File: src/rtl/branch_resolve.sv
// Execute-stage branch resolution: evaluates branch/jump outcome, checks the fetch
// prediction, issues a one-cycle redirect/flush and masks the wrong-path shadow.
module branch_resolve #(
  parameter int XLEN  = 32,
  parameter int CNT_W = 16
) (
  input  logic             clk,
  input  logic             rst,
  input  logic             i_valid,
  input  logic             i_stall,
  input  logic             i_is_br,
  input  logic             i_is_jal,
  input  logic             i_is_jalr,
  input  logic [2:0]       i_funct3,
  input  logic             i_eq,
  input  logic             i_lt,
  input  logic             i_ltu,
  input  logic [XLEN-1:0]  i_pc,
  input  logic [XLEN-1:0]  i_imm,
  input  logic [XLEN-1:0]  i_rs1,
  input  logic             i_pred_taken,
  input  logic [XLEN-1:0]  i_pred_target,
  output logic             o_redirect,
  output logic [XLEN-1:0]  o_redirect_pc,
  output logic             o_flush,
  output logic             o_taken,
  output logic [XLEN-1:0]  o_link,
  output logic [CNT_W-1:0] o_br_cnt,
  output logic [CNT_W-1:0] o_mis_cnt
);

  // state  | meaning
  // RUN    | accepting control-flow instructions
  // SHADOW | wrong-path instructions after a redirect are ignored; shd_cnt counts down
  typedef enum logic {RUN = 1'b0, SHADOW = 1'b1} state_t;

  localparam logic [XLEN-1:0]  ALIGN_MASK = {{(XLEN-1){1'b1}}, 1'b0};
  localparam logic [CNT_W-1:0] CNT_MAX    = {CNT_W{1'b1}};

  state_t            state_q, state_d;
  logic [1:0]        shd_cnt_q, shd_cnt_d;
  logic              redirect_q, redirect_d;
  logic [XLEN-1:0]   redirect_pc_q, redirect_pc_d;
  logic              taken_q, taken_d;
  logic [XLEN-1:0]   link_q, link_d;
  logic [CNT_W-1:0]  br_cnt_q, br_cnt_d;
  logic [CNT_W-1:0]  mis_cnt_q, mis_cnt_d;

  logic              cond;
  logic              taken;
  logic              accept;
  logic              mispredict;
  logic [XLEN-1:0]   target;
  logic [XLEN-1:0]   pc_plus4;
  logic [XLEN-1:0]   next_pc;

  always_comb begin
    cond = 1'b0;
    case (i_funct3)
      3'b000:  cond = i_eq;
      3'b001:  cond = !i_eq;
      3'b100:  cond = i_lt;
      3'b101:  cond = !i_lt;
      3'b110:  cond = i_ltu;
      3'b111:  cond = !i_ltu;
      default: cond = 1'b0;
    endcase

    // JALR outranks JAL outranks BR when several type flags are set
    taken    = i_is_jalr | i_is_jal | (i_is_br & cond);
    target   = i_is_jalr ? ((i_rs1 + i_imm) & ALIGN_MASK) : (i_pc + i_imm);
    pc_plus4 = i_pc + XLEN'(4);
    next_pc  = taken ? target : pc_plus4;

    mispredict = (taken != i_pred_taken) || (taken && (target != i_pred_target));
    accept     = i_valid && !i_stall && (state_q == RUN) &&
                 (i_is_br | i_is_jal | i_is_jalr);

    state_d       = state_q;
    shd_cnt_d     = shd_cnt_q;
    redirect_d    = 1'b0;
    redirect_pc_d = redirect_pc_q;
    taken_d       = taken_q;
    link_d        = link_q;
    br_cnt_d      = br_cnt_q;
    mis_cnt_d     = mis_cnt_q;

    if (accept) begin
      taken_d       = taken;
      link_d        = pc_plus4;
      redirect_pc_d = next_pc;
      if (br_cnt_q != CNT_MAX) br_cnt_d = br_cnt_q + CNT_W'(1);
      if (mispredict) begin
        redirect_d = 1'b1;
        state_d    = SHADOW;
        shd_cnt_d  = 2'd2;
        if (mis_cnt_q != CNT_MAX) mis_cnt_d = mis_cnt_q + CNT_W'(1);
      end
    end else if (state_q == SHADOW && !i_stall) begin
      shd_cnt_d = shd_cnt_q - 2'd1;
      if (shd_cnt_q <= 2'd1) begin
        state_d   = RUN;
        shd_cnt_d = 2'd0;
      end
    end
  end

  always_ff @(posedge clk) begin
    if (rst) begin
      state_q       <= RUN;
      shd_cnt_q     <= 2'd0;
      redirect_q    <= 1'b0;
      redirect_pc_q <= '0;
      taken_q       <= 1'b0;
      link_q        <= '0;
      br_cnt_q      <= '0;
      mis_cnt_q     <= '0;
    end else begin
      state_q       <= state_d;
      shd_cnt_q     <= shd_cnt_d;
      redirect_q    <= redirect_d;
      redirect_pc_q <= redirect_pc_d;
      taken_q       <= taken_d;
      link_q        <= link_d;
      br_cnt_q      <= br_cnt_d;
      mis_cnt_q     <= mis_cnt_d;
    end
  end

  assign o_redirect    = redirect_q;
  assign o_flush       = redirect_q;
  assign o_redirect_pc = redirect_pc_q;
  assign o_taken       = taken_q;
  assign o_link        = link_q;
  assign o_br_cnt      = br_cnt_q;
  assign o_mis_cnt     = mis_cnt_q;

endmodule
File: config.mk
export PLATFORM = sky130hd
export DESIGN_NAME = branch_resolve
export DESIGN_NICKNAME = d
export VERILOG_FILES = /design/src/rtl/branch_resolve.sv
export SDC_FILE = /design/constraint.sdc
export NUM_CORES = 1
export LEC_CHECK = 0
export CAP_MARGIN = 20
export CELL_PAD_IN_SITES_DETAIL_PLACEMENT = 0
export CELL_PAD_IN_SITES_GLOBAL_PLACEMENT = 1
export CORE_MARGIN = 1
export CORE_UTILIZATION = 37
export DETAILED_ROUTE_END_ITERATION = 8
export GPL_TIMING_DRIVEN = 0
export PLACE_DENSITY = 0.79
export SLEW_MARGIN = 20
export SYNTH_ARGS = -nofsm -noshare
export SYNTH_HDL_FRONTEND = slang
export SYNTH_SLANG_ARGS = --single-unit
File: constraint.sdc
create_clock -name clk -period 4.65 [get_ports clk]
set_input_delay 0.465 -clock clk [delete_from_list [all_inputs] [get_ports clk]]
set_output_delay 0.465 -clock clk [all_outputs]
set_load 0.1 [all_outputs]
==> summary.txt <==
Status = finished clean
WL/cell = 20.3 um
PwrDens = 260 nW/um2
Largest area contributor in the netlist = dfxtp_1
HPWL Detailed = 33300 um
Initial antenna violation count = 0
CP peak stage delay = 740 ps
Clock Latency Late Sink = 340 ps
Yosys cell types = 97
Avg Cell Area, Syn = 7.47 um2
Final Net Count = 1820
F_max = 0.215 GHz
Origin of the critical flop-to-flop path = state_q
Yosys reg bits = 101
# setup viols final = 0
Slowest-stage cell, CP = clkdlybuf4s50_1
Area growth from synthesis to final layout = 33.0%
Met2 usage = 46.6%
Initial Util = 37.7%
Die area = 28000 um2
Post-Syn Area = 10100 um2
Total clock sinks = 101
HP Class = reg -> reg
CP top delay family = buffers and inverters
Critical Path AT = 4870 ps
GRT busiest layer = met2
Post-route clock period utilization = 99.8%
Worst path required time = 4880 ps
Post-Synthesis Cells = 1356
Die width = 167 um
Seq/Total Area, Yosys = 20.0%
Top post-synthesis cells by area = dfxtp_1 (20%), ha_1 (7.9%), nor2_1 (5.8%), a21oi_1 (5.6%), xnor2_1 (5.6%)
Asr flop ratio synth = 0%
Crit path depth = 13
Setup CP Type = in -> reg
Vias in the first global route = 10500
Setup crit start kind = input port
Crit path capture type = flip-flop
Crit-path max FO = 10
Total grt overflow = 0
Max-Cap Viols = 0
Max-slew headroom = 29.3%
# port buffers = 240
Placer Congestion = 0.914
Fin Clk Skew = 8.77 ps
Met3 Track Usage GR = 2.51%
RSZ-0062 raised after global routing = no
Most frequent cell after synthesis = nor2_1
Worst Tran Pin Value = 1060 ps
Final ANT Viol Nets = 0
Vias = 11400
Pin count of the biggest net entering global routing = 18
Die Height = 167 um
CTS tree = built
Starting DRT DRC Count = 940
Max clock buf depth = 2
Final min period = 4640 ps
Commonest cells post-synth = nor2_1 (157), nand2_1 (118), a21oi_1 (114)
Met1 Resource Use GR = 37.5%
Largest vdd supply drop = 0.172 mV
Core area = 26900 um2
Top-area cell type share of the netlist area = 20.0%
First-pass GRT wire length = 60000 um
Crit-path cells = clkdlybuf4s50_1 -> inv_1 -> buf_1 -> mux2i_1 -> xnor2_1 -> nor4_4 -> nand4_1 -> nor4_2 -> nand4_1 -> and4b_4 -> buf_8 -> nor2_2 -> mux2_4
# IOs = 241
CP startpoint = i_is_jalr
Flop-to-flop setup slack = 1630 ps
Number of vias per cell = 5.84
GR Util All Layers = 27.5%
CTS Buf Count = 9
Fin. max-slew vios = 0
H-tree depth = 3
Drc violations = 0
Hold_ws = 461 ps
Post-synth EDFFs = 0
RR Endpoint = o_mis_cnt[5]
CTS root buf = clkbuf_16
Final worst slack = 7.81 ps
Clk slew on worst S/H paths = 80 ps
Ys flop type = dfxtp_1
# hold bufs at CTS = 0
First-pass iteration count of the detailed router = 7
Critical path buffer and inverter count = 4
Most used cell, CP = nand4_1
Layout cell share with drive strength beyond 1 = 6.12%
Crit path to = o_mis_cnt[0]
Post-Syn Nets = 1564
N_diodes = 0
Site row count = 60
R2R depth = 8
Final core occ = 50.1%
Static leakage = 5.06 nW
Post-place setup slack = -654 ps
YS warnings = 0
Final Hold Viols = 0
Drt total wl = 39700 um
[registers in the layout, summed over array words and instances (netlist names)]
name,count
o_br_cnt,16
o_flush,1
o_link,32
o_mis_cnt,16
o_redirect_pc,32
o_taken,1
shd_cnt_q,2
state_q,1
[cells by family (layout without fill, tap and decap cells)]
family	count (synthesis)	after routing	synth area share [%]
xor gates and xnor gates	128	128	11.8
muxes	21	21	2.21
AOI/OAI and AO/OA	376	376	25.4
DFF	101	101	20.0
adders and majority gates	66	66	8.30
buffers and inverters	105	366	4.46
and+or+nand+nor	559	559	27.9
[routing by layer]
metal / part of all wire [%] / routed length [um] / up-vias
li1: - / - / 5551
met1: 45 / 18000 / 5372
met2: 46 / 18400 / 464
met3: 6.5 / 2570 / 41
met4: 1.8 / 729 / 0
met5: 0 / 0 / -
[metrics by stage]
| step | TNS, ps | cells | power [mW] | area, um2 |
|---|---|---|---|---|
| 3_3_place_gp | -19110 | 1937 | 2.61 | 13000 |
| 3_5_place_dp | -19470 | 1937 | 2.62 | 13000 |
| 2_1_floorplan | 0 | 1356 | 2.07 | 10100 |
| 6_report | 0 | 1958 | 3.50 | 13500 |
| 5_1_grt | 0 | 1958 | 3.66 | 13500 |
| 4_1_cts | 0 | 1953 | 3.46 | 13300 |
[timing repair]
action | in CTS | in global routing
resized for setup | 11 | 19
pin swaps | 2 | 6
endpoints found under the setup margin | 30 | 31
buffers inserted | 0 | 8
[worst min-delay path by stage]
stage / from / end / slack (ps) / depth (start not counted)
final: o_link[1] / o_link[1] / 460 / 2
after global routing: o_redirect_pc[3] / o_redirect_pc[3] / 480 / 2
after CTS: o_link[0] / o_link[0] / 460 / 2
after detailed placement: o_link[0] / o_link[0] / 450 / 2
after global placement: o_link[0] / o_link[0] / 450 / 2
after floorplan: shd_cnt_q[1] / shd_cnt_q[0] / 450 / 2
[area by class of cell]
| cell class | count | area, um2 |
|---|---|---|
| clock inverters | 6 | 93.8 |
| flip-flops and latches | 101 | 2020 |
| inverters | 22 | 82.6 |
| fillers | 2719 | 13400 |
| plain buffers | 80 | 367 |
| clock buffers | 10 | 239 |
| repair buffers | 248 | 2460 |
| multi-input cells | 1150 | 7770 |
| well taps | 341 | 427 |
[where the power goes]
group | leakage [nW] | switching [mW] | internal (mW) | total [mW]
clock network | 0.160 | 0.343 | 0.492 | 0.834
registers | 0.823 | 0.0292 | 0.908 | 0.937
logic | 4.07 | 1.11 | 0.618 | 1.73
[worst reg2reg max path, stage by stage, from the launching register on]
cell and delay [ps]:
dfxtp_1 320, nor3b_1 420, o31a_1 210, clkbuf_1 400, o21ai_0 370, a31o_2 390, buf_4 200, or4_1 500
a21oi_1 140
[cell usage in the layout, fill, tap and decap left out, drive strengths merged, types with 57 or more instances in the layout]
master and instances:
clkdlybuf4s50 239, nor2 158, nand2 118, a21oi 115, dfxtp 101, clkbuf 72
o21ai 66, xnor2 65, ha 64, xor2 58, nor3 57
(Power assumes the default switching activity.)
